==> config.mk <==
export PLATFORM = sky130hd
export DESIGN_NAME = mips_harvard_bus_monitor
export DESIGN_NICKNAME = d
export VERILOG_FILES = /design/src/rtl/mips_harvard_bus_monitor.sv
export SDC_FILE = /design/constraint.sdc
export NUM_CORES = 1
export LEC_CHECK = 0
export CORE_ASPECT_RATIO = 0.6
export CORE_MARGIN = 5
export CORE_UTILIZATION = 40
export CTS_BUF_LIST = sky130_fd_sc_hd__clkbuf_4
export DETAILED_ROUTE_END_ITERATION = 6
export HOLD_SLACK_MARGIN = 0.08
export PLACE_DENSITY = 0.71
export SETUP_SLACK_MARGIN = 0.1
export SLEW_MARGIN = 20
export SYNTH_ARGS = -nofsm -noshare
export SYNTH_HDL_FRONTEND = slang
export SYNTH_SLANG_ARGS = --single-unit
export TNS_END_PERCENT = 1
==> constraint.sdc <==
create_clock -name clk -period 3.3 [get_ports clk]
set_clock_uncertainty 0.2 [all_clocks]
set_input_delay 0.495 -clock clk [delete_from_list [all_inputs] [get_ports clk]]
set_output_delay 0.495 -clock clk [all_outputs]
set_load 0.01 [all_outputs]
==> src/rtl/mips_harvard_bus_monitor.sv <==
// Passive Harvard-bus checker/profiler: run status, access counters, watchdog and sticky protocol-error flags.
// Optional BUS_MON_HALT_CHECK_EN widens err_flags to 5 bits and flags a halt whose last fetch was not address 0.
module mips_harvard_bus_monitor #(
   parameter int unsigned TIMEOUT_CYCLES = 10000,
   parameter int unsigned CNT_W          = 32
) (
   input  logic             clk,
   input  logic             rst,
   input  logic             clk_enable,
   input  logic             active,
   input  logic [31:0]      register_v0,
   input  logic [31:0]      instr_address,
   input  logic             instr_read,
   input  logic [31:0]      data_address,
   input  logic             data_read,
   input  logic             data_write,
   input  logic [3:0]       byteenable,
   output logic [1:0]       state,
   output logic             result_valid,
   output logic [31:0]      final_v0,
   output logic [CNT_W-1:0] cycle_count,
   output logic [CNT_W-1:0] instr_count,
   output logic [CNT_W-1:0] load_count,
   output logic [CNT_W-1:0] store_count,
`ifdef BUS_MON_HALT_CHECK_EN
   output logic [4:0]       err_flags,
`else
   output logic [3:0]       err_flags,
`endif
   output logic [31:0]      first_err_addr
);

`ifdef BUS_MON_HALT_CHECK_EN
   localparam int unsigned ERR_W = 5;
`else
   localparam int unsigned ERR_W = 4;
`endif

   typedef enum logic [1:0] {
      IDLE    = 2'd0,
      RUN     = 2'd1,
      DONE    = 2'd2,
      TIMEOUT = 2'd3
   } state_t;

   state_t           state_q;
   logic             start, run_edge, halt, timeout, at_limit, any_data;
   logic [ERR_W-1:0] new_err;
   logic [31:0]      err_addr;
   logic [31:0]      last_fetch;

   function automatic logic [CNT_W-1:0] sat_inc(input logic [CNT_W-1:0] v);
      return (&v) ? v : v + CNT_W'(1);
   endfunction

   assign state = state_q;

   // The IDLE->RUN edge is itself a counted RUN cycle; the halt and timeout edges count nothing.
   always_comb begin
      at_limit = (cycle_count >= CNT_W'(TIMEOUT_CYCLES));
      start    = (state_q == IDLE) && active;
      halt     = (state_q == RUN) && !active;
      timeout  = (state_q == RUN) && active && at_limit;
      run_edge = start || ((state_q == RUN) && active && !at_limit);
      any_data = data_read || data_write;

      new_err    = '0;
      new_err[0] = run_edge && instr_read && (instr_address[1:0] != 2'b00);
      new_err[1] = run_edge && any_data && (byteenable == 4'hF) && (data_address[1:0] != 2'b00);
      new_err[2] = run_edge && data_read && data_write;
      new_err[3] = run_edge && any_data && (byteenable == 4'h0);
`ifdef BUS_MON_HALT_CHECK_EN
      new_err[4] = halt && (last_fetch != 32'h0);
`endif

      if (new_err[0])
         err_addr = instr_address;
      else if (|new_err[3:1])
         err_addr = data_address;
      else
         err_addr = last_fetch;
   end

   always_ff @(posedge clk or negedge rst) begin
      if (!rst) begin
         state_q        <= IDLE;
         result_valid   <= 1'b0;
         final_v0       <= '0;
         cycle_count    <= '0;
         instr_count    <= '0;
         load_count     <= '0;
         store_count    <= '0;
         err_flags      <= '0;
         first_err_addr <= '0;
         last_fetch     <= '0;
      end else if (clk_enable) begin
         result_valid <= (state_q == DONE) || (state_q == TIMEOUT);

         if (start)
            state_q <= RUN;
         else if (halt) begin
            state_q  <= DONE;
            final_v0 <= register_v0;
         end else if (timeout)
            state_q <= TIMEOUT;

         if (run_edge) begin
            cycle_count <= sat_inc(cycle_count);
            if (instr_read) begin
               instr_count <= sat_inc(instr_count);
               last_fetch  <= instr_address;
            end
            if (data_read)
               load_count <= sat_inc(load_count);
            if (data_write)
               store_count <= sat_inc(store_count);
         end

         err_flags <= err_flags | new_err;
         if ((err_flags == '0) && (new_err != '0))
            first_err_addr <= err_addr;
      end
   end

endmodule

==> results of run 1 <==
-- path summary, 6_finish.rpt --
check / depth (start not counted) / from / to / slack [ns]
max: 6 / cycle_count[5] / instr_count[25] / 0.28
min reg2reg: 1 / load_count[16] / load_count[16] / 0.30
min in group asynchronous: 2 / rst / cycle_count[4] / 0.26
max reg2reg: 6 / cycle_count[5] / instr_count[25] / 0.28
max in group asynchronous: 3 / rst / instr_count[2] / 1.82
min: 3 / data_address[31] / first_err_addr[31] / 0.23
-- area by class of cell --
cell class,instances,area share
sequential,199,0.378
multi-input combinational,540,0.294
timing repair buffer,330,0.249
tap,315,0.0299
inverter,104,0.0297
clock inverter,14,0.0102
clock buffer,17,0.00970
-- timing repair --
| action | in CTS | in global routing |
|---|---|---|
| hold buffers | 1 | 0 |
| setup endpoints to repair | 0 | 0 |
| endpoints found under the hold margin | 69 | 0 |
| resized for setup | 0 | 0 |
-- where the power goes --
group | total, mW | switching [mW] | internal [mW]
logic | 1.35 | 0.551 | 0.797
clock network | 1.28 | 0.837 | 0.439
registers | 2.91 | 0.215 | 2.70
total | 5.54 | 1.60 | 3.93
-- cells by family (layout without fill, tap and decap cells) --
| kind of cell | after synthesis | count (layout) | synth area share |
|---|---|---|---|
| DFF | 199 | 199 | 0.534 |
| muxes | 36 | 36 | 0.0434 |
| buffers and inverters | 129 | 465 | 0.0529 |
| AOI/OAI and AO/OA | 58 | 58 | 0.0574 |
| and+or+nand+nor | 318 | 318 | 0.190 |
| adders and majority gates | 5 | 5 | 0.00671 |
| xor gates and xnor gates | 123 | 123 | 0.116 |
-- flip-flops by register name (all words and copies together), names as in the netlist --
signal	count
state	2
store_count	32
instr_count	32
result_valid	1
final_v0	32
cycle_count	32
first_err_addr	32
load_count	32
err_flags	4
-- worst max-delay path, cell delays in order (launching register included) --
cell	delay (ns)
sky130_fd_sc_hd__dfrtp_1	0.49
sky130_fd_sc_hd__o41ai_2	0.57
sky130_fd_sc_hd__o31a_1	0.45
sky130_fd_sc_hd__and3_1	0.26
sky130_fd_sc_hd__nand4_1	0.39
sky130_fd_sc_hd__nor4_1	0.43
sky130_fd_sc_hd__xor2_1	0.17
-- metrics by stage --
step	utilization	worst slack, ns	cell area [um2]	power (mW)	cells
floorplan	-	0.727	9320	3.41	868
global placement	0.560	0.128	12900	4.29	1487
detailed placement	0.560	0.0150	12900	4.32	1487
CTS	0.572	0.337	13200	5.62	1519
global route	0.572	0.166	13200	5.84	1519
finish	0.572	0.280	13200	5.54	1519
-- cell usage in the layout (no fill, tap or decap), types with 2 or more instances in the layout --
cell / count
sky130_fd_sc_hd__o21bai_1: 2
sky130_fd_sc_hd__bufinv_16: 2
sky130_fd_sc_hd__nand4_1: 61
sky130_fd_sc_hd__inv_6: 2
sky130_fd_sc_hd__inv_1: 104
sky130_fd_sc_hd__clkinvlp_4: 2
sky130_fd_sc_hd__clkdlybuf4s50_1: 304
sky130_fd_sc_hd__ha_1: 5
sky130_fd_sc_hd__dfrtp_1: 199
sky130_fd_sc_hd__nor4_2: 2
sky130_fd_sc_hd__nor2_1: 37
sky130_fd_sc_hd__a31o_2: 2
sky130_fd_sc_hd__a22oi_1: 2
sky130_fd_sc_hd__o21ai_0: 7
sky130_fd_sc_hd__buf_4: 22
sky130_fd_sc_hd__a211oi_1: 2
sky130_fd_sc_hd__nand3_1: 41
sky130_fd_sc_hd__nand4b_1: 3
sky130_fd_sc_hd__xnor2_1: 65
sky130_fd_sc_hd__a222oi_1: 30
sky130_fd_sc_hd__xor2_1: 58
sky130_fd_sc_hd__clkinv_2: 5
sky130_fd_sc_hd__mux2_2: 35
sky130_fd_sc_hd__nor4_1: 23
sky130_fd_sc_hd__or2_1: 2
sky130_fd_sc_hd__and2_1: 6
sky130_fd_sc_hd__clkinv_1: 2
sky130_fd_sc_hd__nand2_1: 53
sky130_fd_sc_hd__nor2b_1: 3
sky130_fd_sc_hd__clkbuf_4: 17
sky130_fd_sc_hd__and3_1: 32
sky130_fd_sc_hd__and4_1: 9
sky130_fd_sc_hd__a21oi_1: 2
sky130_fd_sc_hd__a21o_1: 3
sky130_fd_sc_hd__nor4_4: 2
sky130_fd_sc_hd__nand2b_1: 2
sky130_fd_sc_hd__nor3_1: 30
sky130_fd_sc_hd__buf_12: 2
sky130_fd_sc_hd__or4_1: 3
-- per-layer routing --
metal / vias to the layer above / routed length [um]
li1: 3701 / -
met1: 3912 / 13400
met2: 288 / 12200
met3: 29 / 2310
met4: 0 / 431
met5: - / 0
==> impl_metrics.yaml, run 1 <==
die:
  floorplan.rows: 43
  floorplan.core_area_um2: 23000
  i_o_pin_count: 306
  start_util: 0.405
  floorplan.die.height_um: 128
  chipWidth_um: 207
  area_of_the_die_um2: 26600
final_layout:
  count_of_nets_after_finishing: 1304
  fillerInstances: 2041
  num_antenna_cells: 0
  sequential_cell_area_um2: 4980
  post_route_cells_drive_above_1_share: 0.0864
  layout-area-overhead-vs-synth_pct: 41.2
  multi_input_comb_area_um2: 3860
timing:
  highest_achievable_clock_rate_mhz: 331
  final.setup.tns_ns: 0
  setup_viol_count_final: 0
  finalCritPeriodShare: 0.915
  final-max-slew-violation-count: 0
  grt_setup_unrepaired: "no"
  hold_violations: 0
  timing.hold.ws_ns: 0.228
  fin_crit_ns: 3.02
  max-slew-margin-rel: 0.581
  worst_pin_slew_ns: 0.629
worst_setup_path:
  critical_path_peak_fanout: 10
  arrival_time_of_the_worst_setup_path_ns: 3.35
  timing.critical_path.from_type: "flop"
  timing.critical_path.to_type: "flop"
  worstPathRequired_ns: 3.63
  worst_path_class_setup: "flop to flop"
pwr:
  power.density_cell_area_nw_per_um2: 421
  max-vdd-ir-drop_mv: 0.345
  p_leak_nw: 6.06
drt:
  wire_length_after_detailed_routing_um: 28300
  wire_per_inst_um: 18.7
  detail_route.iter0.violations: 461
  drc_errors: 3
  ant_nets: 0
  routed-via-count: 7930
  viasPerCell: 5.22
  drtPass1Iterations: 7
yosys:
  yosysUniqueCellTypes: 49
  post_synthesis_instance_area_um2: 9320
  synth_edf_count: 0
  number_of_nets_in_the_synthesized_netlist: 980
  yosys.area.top_type: "sky130_fd_sc_hd__dfrtp_1"
  synth_top_cells_by_area: "sky130_fd_sc_hd__dfrtp_1 53%, sky130_fd_sc_hd__xnor2_1 6.1%, sky130_fd_sc_hd__xor2_1 5.4%"
  postSynthCellCount: 868
  yosysMostFrequentCell: "sky130_fd_sc_hd__dfrtp_1"
  proportion_of_register_bits_with_asynchronous_set_or_reset_after_synthesis: 1.00
  ys_dominant_reg_cell: "sky130_fd_sc_hd__dfrtp_1"
  synth-seq-area-share: 0.534
  synthTopCellsByCount: "199 x sky130_fd_sc_hd__dfrtp_1, 104 x sky130_fd_sc_hd__inv_1, 65 x sky130_fd_sc_hd__xnor2_1, 61 x sky130_fd_sc_hd__nand4_1, 58 x sky130_fd_sc_hd__xor2_1"
  ys_ff_latch: 199
  synthesis.area_per_instance_um2: 10.7
  synthDominantCellAreaShare: 0.534
  yosys_warnings: 0
clock_network:
  cts.sinks: 199
  cts_tree: "yes"
  clock_path_buffers: 2
  clkLatencyLatePin_ns: 0.59
  root_buffer: "sky130_fd_sc_hd__clkbuf_4"
  post_cts.repair.setup_buffers: 0
  htreeDepth: 4
  cts-buffers-inserted: 17
  clk_pin_slew_worst_setup_hold_paths_ns: 0.16
global_route:
  groute.layer.met1.usage: 0.309
  grt-ovfl-total: 0
  use_met3: 0.0739
  antenna_found_initial: 0
  grt_use_met2: 0.303
  gr-max-usage-layer: "met1"
  first_global_vias: 7983
  grtUsageTotal: 0.212
  grt_start_max_net_pins: 75
  grt_first_pass_wirelength_um: 45000
status:
  failed_checks: "design-rule violations"
  run_status: "finished with violations"
placed_design:
  numPortBuffers: 305
  dp_hpwl_um: 21800
  gp_congestion: 0.859
flow_run:
  cap_violations: 0
worst_hold_path:
  min_path_type: "input port to flop"
(Power assumes the default switching activity.)
==> run 2, diff against run 1 <==
--- a/config.mk
+++ b/config.mk
@@ -9,10 +9,11 @@
 export CORE_MARGIN = 5
 export CORE_UTILIZATION = 40
 export CTS_BUF_LIST = sky130_fd_sc_hd__clkbuf_4
+export CTS_CLUSTER_SIZE = 8
 export DETAILED_ROUTE_END_ITERATION = 6
 export HOLD_SLACK_MARGIN = 0.08
 export PLACE_DENSITY = 0.71
-export SETUP_SLACK_MARGIN = 0.1
+export SETUP_SLACK_MARGIN = 0.05
 export SLEW_MARGIN = 20
 export SYNTH_ARGS = -nofsm -noshare
 export SYNTH_HDL_FRONTEND = slang
==> results of run 2 <==
Final layout, timing and power as in run 1 (identical DEF).
